`src/rtl/keypad_scanner.sv`:
```
`timescale 1ns/1ps
`default_nettype none
// ============================================================================
// keypad_scanner : 4x4 active-low matrix keypad scanner with debounce and
//                  a four-digit hex entry register.          Revision: 1.0
// ============================================================================
module keypad_scanner #(
  parameter int SCAN_TICK      = 100000,
  parameter int DEBOUNCE_SCANS = 4
) (
  input  logic        clk,
  input  logic        reset,
  input  logic [3:0]  row_n,
  input  logic        clear,
  output logic [3:0]  col_n,
  output logic [3:0]  key_code,
  output logic        key_valid,
  output logic        key_held,
  output logic [15:0] entry_value,
  output logic [2:0]  entry_count
);

  localparam int                 c_DIV_W    = $clog2(SCAN_TICK);
  localparam int                 c_CNT_W    = $clog2(DEBOUNCE_SCANS + 1);
  localparam logic [c_DIV_W-1:0] c_DIV_LAST = c_DIV_W'(SCAN_TICK - 1);
  localparam logic [c_CNT_W-1:0] c_DEB      = c_CNT_W'(DEBOUNCE_SCANS);
  localparam logic [c_CNT_W-1:0] c_CNT_ONE  = c_CNT_W'(1);

  typedef enum logic [1:0] {
    S_IDLE    = 2'd0,
    S_CONFIRM = 2'd1,
    S_HELD    = 2'd2,
    S_RELEASE = 2'd3
  } state_t;

  logic [3:0]         r_row_s1, r_row_s2;
  logic [c_DIV_W-1:0] r_div;
  logic [1:0]         r_col_idx;
  logic [3:0]         r_col_n;
  logic [3:0][3:0]    r_samp;
  state_t             r_state;
  logic [c_CNT_W-1:0] r_cnt;
  logic [3:0]         r_cand;
  logic [3:0]         r_key_code;
  logic               r_key_valid;
  logic               r_key_held;
  logic [15:0]        r_entry;
  logic [2:0]         r_count;

  logic               w_tick, w_eval, w_none, w_one, w_accept;
  logic [4:0]         w_nhits;
  logic [3:0]         w_key;
  logic [c_CNT_W-1:0] w_cnt_inc;

  function automatic logic [3:0] key_map(input logic [3:0] idx);
    logic [3:0] code;
    case (idx)  // idx = {row, col}
      4'd0:  code = 4'h1;  4'd1:  code = 4'h2;  4'd2:  code = 4'h3;  4'd3:  code = 4'hA;
      4'd4:  code = 4'h4;  4'd5:  code = 4'h5;  4'd6:  code = 4'h6;  4'd7:  code = 4'hB;
      4'd8:  code = 4'h7;  4'd9:  code = 4'h8;  4'd10: code = 4'h9;  4'd11: code = 4'hC;
      4'd12: code = 4'h0;  4'd13: code = 4'hF;  4'd14: code = 4'hE;  default: code = 4'hD;
    endcase
    return code;
  endfunction

  assign w_tick = (r_div == c_DIV_LAST);
  assign w_eval = w_tick && (r_col_idx == 2'd3);

  // Column 3 is still being sampled on the evaluation tick, so use it live.
  always_comb begin
    logic [3:0] col_hits;
    w_nhits = 5'd0;
    w_key   = 4'h0;
    for (int c = 0; c < 4; c++) begin
      col_hits = (c == 3) ? ~r_row_s2 : r_samp[c];
      for (int r = 0; r < 4; r++) begin
        if (col_hits[r]) begin
          w_nhits = w_nhits + 5'd1;
          w_key   = key_map(4'(r * 4 + c));
        end
      end
    end
  end

  assign w_none    = (w_nhits == 5'd0);
  assign w_one     = (w_nhits == 5'd1);
  assign w_cnt_inc = r_cnt + c_CNT_ONE;
  assign w_accept  = w_eval && (r_state == S_CONFIRM) && w_one &&
                     (w_key == r_cand) && (w_cnt_inc == c_DEB);

  always_ff @(posedge clk or negedge reset) begin
    if (!reset) begin
      r_row_s1  <= 4'hF;
      r_row_s2  <= 4'hF;
      r_div     <= '0;
      r_col_idx <= 2'd0;
      r_col_n   <= 4'b1110;
      r_samp    <= '0;
    end else begin
      r_row_s1 <= row_n;
      r_row_s2 <= r_row_s1;
      if (w_tick) begin
        r_div             <= '0;
        r_samp[r_col_idx] <= ~r_row_s2;
        r_col_idx         <= r_col_idx + 2'd1;
        r_col_n           <= ~(4'b0001 << (r_col_idx + 2'd1));
      end else begin
        r_div <= r_div + 1'b1;
      end
    end
  end

  always_ff @(posedge clk or negedge reset) begin
    if (!reset) begin
      r_state     <= S_IDLE;
      r_cnt       <= '0;
      r_cand      <= 4'h0;
      r_key_code  <= 4'h0;
      r_key_valid <= 1'b0;
      r_key_held  <= 1'b0;
      r_entry     <= 16'h0000;
      r_count     <= 3'd0;
    end else begin
      r_key_valid <= 1'b0;
      if (w_eval) begin
        case (r_state)
          S_IDLE: begin
            if (w_one) begin
              r_state <= S_CONFIRM;
              r_cand  <= w_key;
              r_cnt   <= c_CNT_ONE;
            end
          end
          S_CONFIRM: begin
            if (w_one && (w_key == r_cand)) begin
              if (w_cnt_inc == c_DEB) begin
                r_state     <= S_HELD;
                r_key_code  <= r_cand;
                r_key_valid <= 1'b1;
                r_key_held  <= 1'b1;
              end else begin
                r_cnt <= w_cnt_inc;
              end
            end else begin
              r_state <= S_IDLE;
            end
          end
          S_HELD: begin
            if (w_none) begin
              r_state <= S_RELEASE;
              r_cnt   <= c_CNT_ONE;
            end
          end
          default: begin
            if (!w_none) begin
              r_state <= S_HELD;
            end else if (w_cnt_inc == c_DEB) begin
              r_state    <= S_IDLE;
              r_key_held <= 1'b0;
              r_cnt      <= '0;
            end else begin
              r_cnt <= w_cnt_inc;
            end
          end
        endcase
      end

      // Clear has priority: a key accepted in the same cycle is not recorded.
      if (clear) begin
        r_entry <= 16'h0000;
        r_count <= 3'd0;
      end else if (w_accept) begin
        r_entry <= {r_entry[11:0], r_cand};
        if (r_count != 3'd4) r_count <= r_count + 3'd1;
      end
    end
  end

  assign col_n       = r_col_n;
  assign key_code    = r_key_code;
  assign key_valid   = r_key_valid;
  assign key_held    = r_key_held;
  assign entry_value = r_entry;
  assign entry_count = r_count;

endmodule
`default_nettype wire

```
`config.mk`:
```
export PLATFORM = sky130hd
export DESIGN_NAME = keypad_scanner
export DESIGN_NICKNAME = d
export VERILOG_FILES = /design/src/rtl/keypad_scanner.sv
export SDC_FILE = /design/constraint.sdc
export NUM_CORES = 1
export LEC_CHECK = 0
export ABC_AREA = 1
export BUFFER_PORTS_ARGS = -buffer_cell sky130_fd_sc_hd__buf_2
export CORE_ASPECT_RATIO = 0.5
export CORE_UTILIZATION = 40
export CTS_CLUSTER_SIZE = 12
export DETAILED_ROUTE_END_ITERATION = 7
export PLACE_DENSITY = 0.63
export SETUP_SLACK_MARGIN = 0.15
export SLEW_MARGIN = 20
export SYNTH_ARGS = -nofsm -noshare
export SYNTH_HDL_FRONTEND = slang
export SYNTH_SLANG_ARGS = --single-unit
```
`constraint.sdc`:
```
create_clock -name clk -period 9.5 [get_ports clk]
set_input_delay 1.9 -clock clk [delete_from_list [all_inputs] [get_ports clk]]
set_output_delay 1.9 -clock clk [all_outputs]
set_load 0.005 [all_outputs]
```
==> key figures <==
Logic synthesis
  – Post-synth top cells: 213 x nand2_1, 139 x inv_1, 66 x dfrtp_1, 66 x nor2_1, 61 x nand3_1
  – Mapped cell area: approximately 5400 µm²
  – Cell variety after synth: 39
  – Post-synth top area share: 30.42%
  – Synth warn: 0
  – Area leader, netlist: dfrtp_1
  – Syn nets: around 820
  – Count leader, synth: nand2_1
  – Area contributors post-synth: dfrtp_1 30%, nand2_1 15%, inv_1 9.6%, ha_1 5.8%, nand3_1 5.6%
  – FF+latch count, synth: 77
  – Async SR Flop Fraction: 100.0%
  – Cells after synthesis: between 700 and 800
  – Register area share after synthesis: 35.75%
  – Avg Synthesized Cell Area: a little under 7 µm²
  – Number of flops mapped to enable cells by yosys: 0
  – Synth Flop Type: dfrtp_1

Worst setup path
  – Kind of critical path: flip-flop to flip-flop
  – Startpoint types: flip-flop
  – Max stage delay on crit path: slightly below 0.4 ns
  – Most used cell, CP: nand2_1
  – Crit path max-delay family: adder cells
  – Crit path buf inv count: 8
  – Slowest cell on the critical path: dfrtp_1
  – WP data required: 9.73 ns
  – CP max FO: 18
  – Arrival time at the worst endpoint: between 8 and 9 ns
  – CP Capture Type: flip-flop

Run status
  – Status: finished clean

STA
  – Slew Limit Headroom: between 30% and 40%
  – Unrepaired setup endpoints after global routing: false
  – Hold Fails Final Rpt: 0
  – Tmin final: about 8.4 ns
  – Final period util: about nine tenths
  – Final-report setup violation count: 0
  – Slew @ Worst Pin: between 0.9 and 1 ns
  – Fin Setup TNS: 0 ns
  – Fmax: roughly 0.12 GHz
  – Max-slew violations: 0
  – Clock skew: 0.009531 ns

Floorplan
  – Initial core utilization: around two fifths
  – Core area: about 13,000 µm²
  – I/O pin total: 36
  – FP Rows: 29
  – Die ar.: around 14,000 µm²
  – Die width: between 150 and 200 µm
  – Chip height: approximately 84 µm

Pwr
  – Sequential power share: between 40 and 50%
  – Logic gate share of total power: just over 4%
  – Leak pwr: 3.617 nW
  – Clock group share of total power: between 40 and 50%
  – VDD IR max: slightly above 0.00008 V
  – Pint: between 0.0005 and 0.0006 W
  – Switching share of power: between 20 and 25%
  – Switching pwr: between 0.00015 and 0.0002 W
  – Power Dens Cells: 117.8 nW/µm²

Routing
  – Antenna Nets Post-Route: 0
  – Via count: roughly 4,600
  – First-pass DRT Iterations: 4
  – Final WL: 10,500 µm
  – Initial DRC Count: approximately 220
  – WL per Instance: between 10 and 15 µm
  – Residual DRC count: 0
  – Routed vias/inst: roughly 4.6

Global route
  – Vias in the first global route: approximately 4,500
  – Initial antenna violation count: 0
  – GR Util All Layers: 16.39%
  – Total grt overflow: 0
  – First-pass GRT wire length: between 15,000 and 20,000 µm
  – Largest net degree at the start of global routing: a little under 80

Place
  – DP Cell Count: 977
  – I/O Buffers: 35
  – Dpl hpwl: between 8000 and 9000 µm
  – Final Wtd Congestion: just under 0.8

Finish
  – Storage element area: between 1500 and 2000 µm²
  – Area occupied by multi-input gates: roughly 2800 µm²
  – P&R area growth vs syn: 11.48%
  – ANT cells: 0
  – Final Net Count: 850
  – Non-filler cells, final: between 900 and 1,000
  – Fillers: around 1,300
  – Share of cells above drive strength 1: 17.74%

Clock tree
  – H-tree levels: 3
  – CTS tree: built
  – Clock transition at path regs: roughly 0.060 ns
  – CTS max path bufs: 2
  – Clock Sinks: 77
  – CTS resizes: 0
  – Root Buffer: clkbuf_16
  – TritonCTS Buffers: 9
  – Worst-Skew Late Latency: around 0.34 ns
  – Postcts setup bufs: 0
  – CTS Hold Bufs: 0

Min path
  – Hold Path Class: flip-flop to flip-flop

Flow run
  – Max cap viols: 0
through the flow:
step | setup slack [ns] | hold WS [ns] | instance area, µm² | power [W] | utilization (%)
after floorplan | 1.687 | 0.3452 | 5429 | 0.0003586 | -
after global placement | 1.313 | 0.3459 | 5744 | 0.0003695 | 44.34
after detailed placement | 1.082 | 0.3475 | 5744 | 0.0003696 | 44.34
after CTS | 1.050 | 0.3557 | 6052 | 0.0007214 | 46.72
after global routing | 0.2542 | 0.3573 | 6052 | 0.0007393 | 46.72
final | 1.077 | 0.3546 | 6052 | 0.0007132 | 46.72
cell type report:
| type | instances | area share [%] |
|---|---|---|
| tap | 170 | 3.515 |
| multi-input combinational | 542 | 46.79 |
| clock inverter | 6 | 1.137 |
| timing repair buffer | 36 | 3.060 |
| sequential | 77 | 32.07 |
| clock buffer | 10 | 3.949 |
| inverter | 152 | 9.489 |
layout by cell type (no fill, tap or decap), drive strengths merged, types with 3 or more instances in the layout:
master,netlist,routed
nand2,260,260
a21boi,3,3
nand3,76,76
o21ai,33,33
nand4,11,11
clkbuf,6,10
nor4,5,5
nor3,5,5
o22ai,3,3
nand3b,6,6
buf,9,36
dfrtp,66,66
a21oi,29,29
ha,25,25
nor2,69,69
inv,149,151
clkinv,3,5
dfstp,11,11
xor2,9,9
or2,4,4
sequential cells by signal, summed over array words and instances, names as in the netlist, 4 cells and up:
name / cells
key_code: 4
r_samp: 12
r_row_s2: 4
r_row_s1: 4
col_n: 4
r_cand: 4
r_div: 17
entry_value: 16
power by group through the flow:
| stage | clock network [W] | logic [W] | registers [W] |
|---|---|---|---|
| floorplan | 0 | 0.0000213 | 0.000337 |
| global placement | 0 | 0.0000298 | 0.000340 |
| detailed placement | 0 | 0.0000299 | 0.000340 |
| CTS | 0.000358 | 0.0000300 | 0.000334 |
| global route | 0.000371 | 0.0000348 | 0.000334 |
| finish | 0.000350 | 0.0000294 | 0.000334 |
routing by layer:
metal  track usage (%)  vias up  share of wire [%]
met5                 0        -                  0
met4             4.377        0               0.99
met3             2.640        9                2.6
met2             28.88       44                 45
met1             21.02     2045                 51
li1                  -     2501                  -
logic make-up after synthesis:
| family | Yosys count | synth area share, % |
|---|---|---|
| simple gates | 436 | 37.66 |
| buf+inv | 167 | 12.21 |
| compound gates | 71 | 7.006 |
| flops | 77 | 35.75 |
| fa+ha+maj | 25 | 5.762 |
| xor+xnor | 10 | 1.613 |
path summary, 6_finish.rpt:
check                       startpoint             end  slack (ns)  cells after the start
setup / recovery             r_samp[0]  entry_value[7]        1.08                     55
hold / removal             r_row_s1[2]     r_row_s2[2]        0.35                      0
setup reg to reg             r_samp[0]  entry_value[7]        1.08                     55
hold reg to reg            r_row_s1[2]     r_row_s2[2]        0.35                      0
max in group asynchronous        reset        key_held        7.18                      1
min in group asynchronous        reset       r_div[11]        1.72                      1
(Power assumes the default switching activity.)
